[config.mk]
export PLATFORM = sky130hd
export DESIGN_NAME = fp_mult_result_buffer
export DESIGN_NICKNAME = d
export VERILOG_FILES = /design/src/rtl/fpu_pkg.sv /design/src/rtl/fp_sync_fifo.sv /design/src/rtl/fp_mult_result_buffer.sv
export SDC_FILE = /design/constraint.sdc
export NUM_CORES = 1
export LEC_CHECK = 0
export BUFFER_PORTS_ARGS = -buffer_cell sky130_fd_sc_hd__buf_2
export CAP_MARGIN = 20
export CORE_AREA = 2 2 115 117
export CTS_CLUSTER_DIAMETER = 200
export DETAILED_ROUTE_END_ITERATION = 6
export DIE_AREA = 0 0 117 119
export PLACE_DENSITY_LB_ADDON = 0.25
export REMOVE_ABC_BUFFERS = 1
export SKIP_LAST_GASP = 1
export SYNTH_ARGS = -nofsm -noshare
export SYNTH_HDL_FRONTEND = slang
export SYNTH_SLANG_ARGS = --single-unit
[constraint.sdc]
create_clock -name clk -period 5.6 [get_ports clk]
set_clock_uncertainty 0.1 [all_clocks]
set_input_delay 0.28 -clock clk [delete_from_list [all_inputs] [get_ports clk]]
set_output_delay 0.28 -clock clk [all_outputs]
set_load 0.01 [all_outputs]
[src/rtl/fpu_pkg.sv]
// Shared FPU types: rounding modes, corner cases, status bit map, result bundle.
package fpu_pkg;

    typedef enum logic [2:0] {
        RND_NE,
        RND_TZ,
        RND_UP,
        RND_DN,
        RND_MM
    } round_t;

    typedef enum logic [2:0] {
        CC_NONE,
        CC_ZERO,
        CC_INF,
        CC_NAN,
        CC_DENORM
    } corner_case_t;

    localparam int STAT_ZERO     = 0;
    localparam int STAT_INF      = 1;
    localparam int STAT_NAN      = 2;
    localparam int STAT_TINY     = 3;
    localparam int STAT_HUGE     = 4;
    localparam int STAT_INEXACT  = 5;
    localparam int STAT_W        = 8;
    localparam int STAT_STICKY_W = 6;

    typedef struct packed {
        logic [31:0]       z;
        logic [STAT_W-1:0] status;
    } fp_result_t;

    // Reserved status bits [7:6] never reach the sticky summary.
    function automatic logic [STAT_STICKY_W-1:0] sticky_bits(
        input logic [STAT_W-1:0] status
    );
        return status[STAT_STICKY_W-1:0];
    endfunction

endpackage

[src/rtl/fp_sync_fifo.sv]
// Single-clock first-word-fall-through FIFO with occupancy output.
module fp_sync_fifo
    import fpu_pkg::*;
#(
    parameter int WIDTH = 40,
    parameter int DEPTH = 4,
    localparam int AW = $clog2(DEPTH),
    localparam int LW = AW + 1
) (
    input  logic             clk,
    input  logic             rst,
    input  logic             push,
    input  logic             pop,
    input  logic [WIDTH-1:0] wr_data,
    output logic [WIDTH-1:0] rd_data,
    output logic             full,
    output logic             empty,
    output logic [LW-1:0]    level
);

    localparam logic [LW-1:0] FULL_LVL = LW'(DEPTH);

    logic [WIDTH-1:0] mem [DEPTH];
    logic [AW-1:0]    wr_ptr;
    logic [AW-1:0]    rd_ptr;
    logic             do_push;
    logic             do_pop;

    assign full    = (level == FULL_LVL);
    assign empty   = (level == '0);
    assign do_push = push & ~full;
    assign do_pop  = pop & ~empty;
    assign rd_data = empty ? '0 : mem[rd_ptr];

    always_ff @(posedge clk) begin
        if (!rst && do_push) begin
            mem[wr_ptr] <= wr_data;
        end
    end

    always_ff @(posedge clk) begin
        if (rst) begin
            wr_ptr <= '0;
            rd_ptr <= '0;
            level  <= '0;
        end else begin
            if (do_push) begin
                wr_ptr <= wr_ptr + AW'(1);
            end
            if (do_pop) begin
                rd_ptr <= rd_ptr + AW'(1);
            end
            unique case ({do_push, do_pop})
                2'b10:   level <= level + LW'(1);
                2'b01:   level <= level - LW'(1);
                default: level <= level;
            endcase
        end
    end

endmodule

[src/rtl/fp_mult_result_buffer.sv]
// Result buffer behind fp_mult_top: FWFT FIFO, sticky flags, counter, irq.
// Optional registered interrupt enabled by defining FP_RESULT_BUF_IRQ_EN.
module fp_mult_result_buffer
    import fpu_pkg::*;
#(
    parameter int DEPTH = 4,
    parameter int CNT_W = 16
) (
    input  logic                       clk,
    input  logic                       rst,
    input  logic                       in_valid,
    output logic                       in_ready,
    input  logic [31:0]                in_z,
    input  logic [7:0]                 in_status,
    output logic                       out_valid,
    input  logic                       out_ready,
    output logic [31:0]                out_z,
    output logic [7:0]                 out_status,
    output logic [$clog2(DEPTH):0]     level,
    output logic [STAT_STICKY_W-1:0]   sticky,
    input  logic                       sticky_clr,
    output logic [CNT_W-1:0]           result_cnt,
    input  logic [STAT_STICKY_W-1:0]   irq_mask,
    output logic                       irq
);

    fp_result_t                 wr_entry;
    fp_result_t                 rd_entry;
    logic                       full;
    logic                       empty;
    logic                       push;
    logic                       pop;
    logic [STAT_STICKY_W-1:0]   sticky_next;

    assign in_ready  = ~full;
    assign out_valid = ~empty;
    assign push      = in_valid & in_ready;
    assign pop       = out_valid & out_ready;

    assign wr_entry.z      = in_z;
    assign wr_entry.status = in_status;
    assign out_z           = rd_entry.z;
    assign out_status      = rd_entry.status;

    fp_sync_fifo #(
        .WIDTH ($bits(fp_result_t)),
        .DEPTH (DEPTH)
    ) u_fifo (
        .clk     (clk),
        .rst     (rst),
        .push    (push),
        .pop     (pop),
        .wr_data (wr_entry),
        .rd_data (rd_entry),
        .full    (full),
        .empty   (empty),
        .level   (level)
    );

    // A clear and a push in the same cycle keep only the new flags.
    always_comb begin
        sticky_next = sticky_clr ? '0 : sticky;
        if (push) begin
            sticky_next = sticky_next | sticky_bits(in_status);
        end
    end

    always_ff @(posedge clk) begin
        if (rst) begin
            sticky     <= '0;
            result_cnt <= '0;
        end else begin
            sticky <= sticky_next;
            if (push && (result_cnt != '1)) begin
                result_cnt <= result_cnt + CNT_W'(1);
            end
        end
    end

`ifdef FP_RESULT_BUF_IRQ_EN
    always_ff @(posedge clk) begin
        if (rst) begin
            irq <= 1'b0;
        end else begin
            irq <= |(sticky_next & irq_mask);
        end
    end
`else
    logic unused_irq_mask;
    assign unused_irq_mask = ^irq_mask;
    assign irq = 1'b0;
`endif

endmodule

==> flow_metrics.py <==
metrics = {
    "drt": {
        "avgRoutedWirePerCell_um": 18.4,
        "drt_pass1_iterations": 5,
        "postRouteWirelength_um": 14200,
        "via_per_inst": 5.50,
        "ant_nets": 0,
        "drt_first_iter_violations": 411,
        "vias": 4244,
        "drcViolationCount": 0,
    },
    "sta": {
        "setup_viol": 0,
        "drv_slew": 0,
        "layout_worst_path_cycle_share_pct": 51.2,
        "fmaxAchievable_mhz": 349,
        "final_hold_viol_count": 0,
        "tns_ns": 0,
        "rsz0062_at_grt": "no",
        "max_slew_margin_pct": 29.6,
        "whs_ns": 0.150,
        "timing.final.ws_setup_ns": 2.73,
        "min_period_ns": 2.87,
        "tightest_slew_ns": 1.06,
    },
    "hold_path": {
        "hp-class": "primary input to flop",
    },
    "power_and_ir_drop": {
        "power.leakage_nw": 3.27,
        "ir_worst_vdd_mv": 0.231,
        "power.density_nw_per_um2": 409,
    },
    "cells_and_area": {
        "seq_area_um2": 5430,
        "multi_input_area_um2": 1980,
        "num_antenna_cells": 0,
        "layout-drive-gt1-share_pct": 32.4,
        "fillCellCount": 848,
        "finish.net_count": 640,
        "syn2layout_area_growth_pct": 23.0,
        "final_cells": 771,
        "final_cell_mix": "edfxtp_1, buf_2, and2_1",
        "final_common_cell": "edfxtp_1",
        "fin_util_pct": 71.8,
    },
    "floorplanning": {
        "initial_core_util_pct": 58.4,
        "die_y_um": 119,
        "num_rows": 42,
        "fp.dieW_um": 117,
        "ios": 119,
        "core_um2": 12900,
        "dieArea_um2": 13900,
    },
    "synthesis": {
        "ys_ff_latch": 191,
        "postSynthAreaPerCell_um2": 17.6,
        "synth_edf_count": 160,
        "async_reset_ff_share_pct": 0,
        "ys.warnings.count": 0,
        "yosysSeqAreaShare_pct": 72.1,
        "syn_inst": 428,
        "netlist-cell-type-count": 39,
        "synth_area_um2": 7520,
        "synth_flop_cell": "edfxtp_1",
    },
    "placement": {
        "dp.cells": 695,
        "gp_congestion": 0.776,
        "io_buffers": 111,
        "hpwl_um": 8020,
        "pre_cts_ws_ns": 2.77,
    },
    "cts": {
        "cts_sinks": 191,
        "cts_root_buf": "clkbuf_16",
        "cts_resized": 0,
        "cts_buffer_depth": 2,
        "htree_num_levels": 4,
        "insertion_delay_ns": 0.42,
        "clkTransAtPathRegs_ns": 0.07,
        "cts_tree": "yes",
        "cts_buffers": 17,
    },
    "worst_setup_path": {
        "crit_chain": "or3b_2 > and2_1 > inv_1 > ha_1 > inv_1 > fa_1 > xor2_1 > or3_1 > a21oi_1",
        "crit_path_frequent_cell": "inv_1",
        "cp.arrival_ns": 3.12,
        "max_stage_delay_ns": 0.55,
        "cp_slowest_cell": "or3b_2",
        "critical_path.top_delay_family": "simple AND/OR/NAND/NOR gates",
        "worst-path-max-fanout": 11,
        "end_kind": "flop",
        "worstSetupStartpointType": "flop",
        "crit_required_ns": 5.85,
        "critPathBufInv": 2,
        "worstSetupPathType": "flop to flop",
    },
    "global_route": {
        "grt_max_degree": 44,
        "antenna_found_initial": 0,
        "grt_overflow": 0,
        "grtUsageTotal_pct": 21.5,
        "grt_pass1_wl_um": 21800,
        "grt_pass1_vias": 4382,
    },
    "outcome": {
        "status": "finished, final reports clean",
    },
    "run": {
        "cap_viol_max_count": 0,
    },
}
-- routing by layer --
metal,vias to the layer above,wire length [µm],global-route usage [%]
met5,-,0,0
met1,2133,5730,25.9
li1,1986,-,-
met3,9,724,6.72
met2,116,7640,37.1
met4,0,131,6.25
-- stage by stage --
step | cell area [µm²] | total power [mW]
floorplan | 7430 | 2.34
global route | 9250 | 3.99
global placement | 8220 | 2.69
CTS | 9160 | 3.81
detailed placement | 8220 | 2.71
finish | 9250 | 3.79
-- tightest hold or removal path: stages --
cell     delay (ns)
buf_2          0.14
nor2b_1        0.11
a21oi_1        0.05
nor2_1         0.07
-- cells in the mapped netlist, types with 2 or more instances --
cell type	count	area share [%]
buf_2	6	0.40
a21oi_1	22	1.5
nor3b_1	2	0.20
inv_1	8	0.40
nand3_1	5	0.33
nor2_1	17	0.85
ha_1	6	1.0
buf_1	2	0.10
nor2b_1	7	0.58
or4_1	8	0.80
nand4_1	5	0.42
dfxtp_1	31	8.3
xor2_1	3	0.35
xnor2_1	2	0.23
and2_1	49	4.1
clkbuf_1	12	0.60
nor3_1	4	0.27
mux2i_1	2	0.27
mux4_2	40	12
o31ai_1	7	0.70
edfxtp_1	160	64
nand2_1	6	0.30
o21ai_0	4	0.27
or3_1	3	0.25
nand2b_1	3	0.25
-- logic make-up (layout without fill, tap and decap cells) --
| logic type | after synthesis | count (layout) | synth area share [%] |
|---|---|---|---|
| fa+ha+maj | 7 | 7 | 1.26 |
| simple gates | 116 | 116 | 9.23 |
| other cells | 1 | 1 | 0.0499 |
| buf+inv | 29 | 196 | 1.60 |
| flops | 191 | 191 | 72.1 |
| compound gates | 36 | 36 | 2.73 |
| xor+xnor | 5 | 5 | 0.582 |
| mux | 43 | 43 | 12.4 |
-- power breakdown --
part           leakage, nW  internal, mW  switching [mW]
registers             1.71          1.64           0.129
logic                 1.30         0.488           0.439
clock network        0.260         0.607           0.486
total                 3.27          2.73            1.05
-- final cells by class --
| cell class | count | area share (%) |
|---|---|---|
| sequential | 191 | 58.7 |
| multi-input combinational | 208 | 21.4 |
| timing repair buffer | 156 | 11.4 |
| clock buffer | 20 | 4.72 |
| tap | 176 | 2.38 |
| clock inverter | 12 | 1.03 |
| inverter | 8 | 0.325 |
-- path summary, 6_finish.rpt --
check | from | end | slack [ns] | depth (start not counted)
hold reg to reg | u_fifo.wr_ptr[1] | u_fifo.wr_ptr[1] | 0.40 | 2
setup / recovery | u_fifo.level[0] | u_fifo.level[2] | 2.73 | 9
hold / removal | sticky_clr | sticky[4] | 0.15 | 4
setup reg to reg | u_fifo.level[0] | u_fifo.level[2] | 2.73 | 9
-- state kept, by name, indices dropped and copies added (netlist names), named ones only --
name	flops
sticky	6
u_fifo.wr_ptr	2
u_fifo.mem	160
result_cnt	16
u_fifo.rd_ptr	2
u_fifo.level	3
-- what timing repair did --
| item | in CTS | in global routing |
|---|---|---|
| hold buffers | 40 | 0 |
| endpoints found under the hold margin | 160 | 0 |
| buffers inserted | 0 | 0 |
Power figures use the tool's default switching activity.
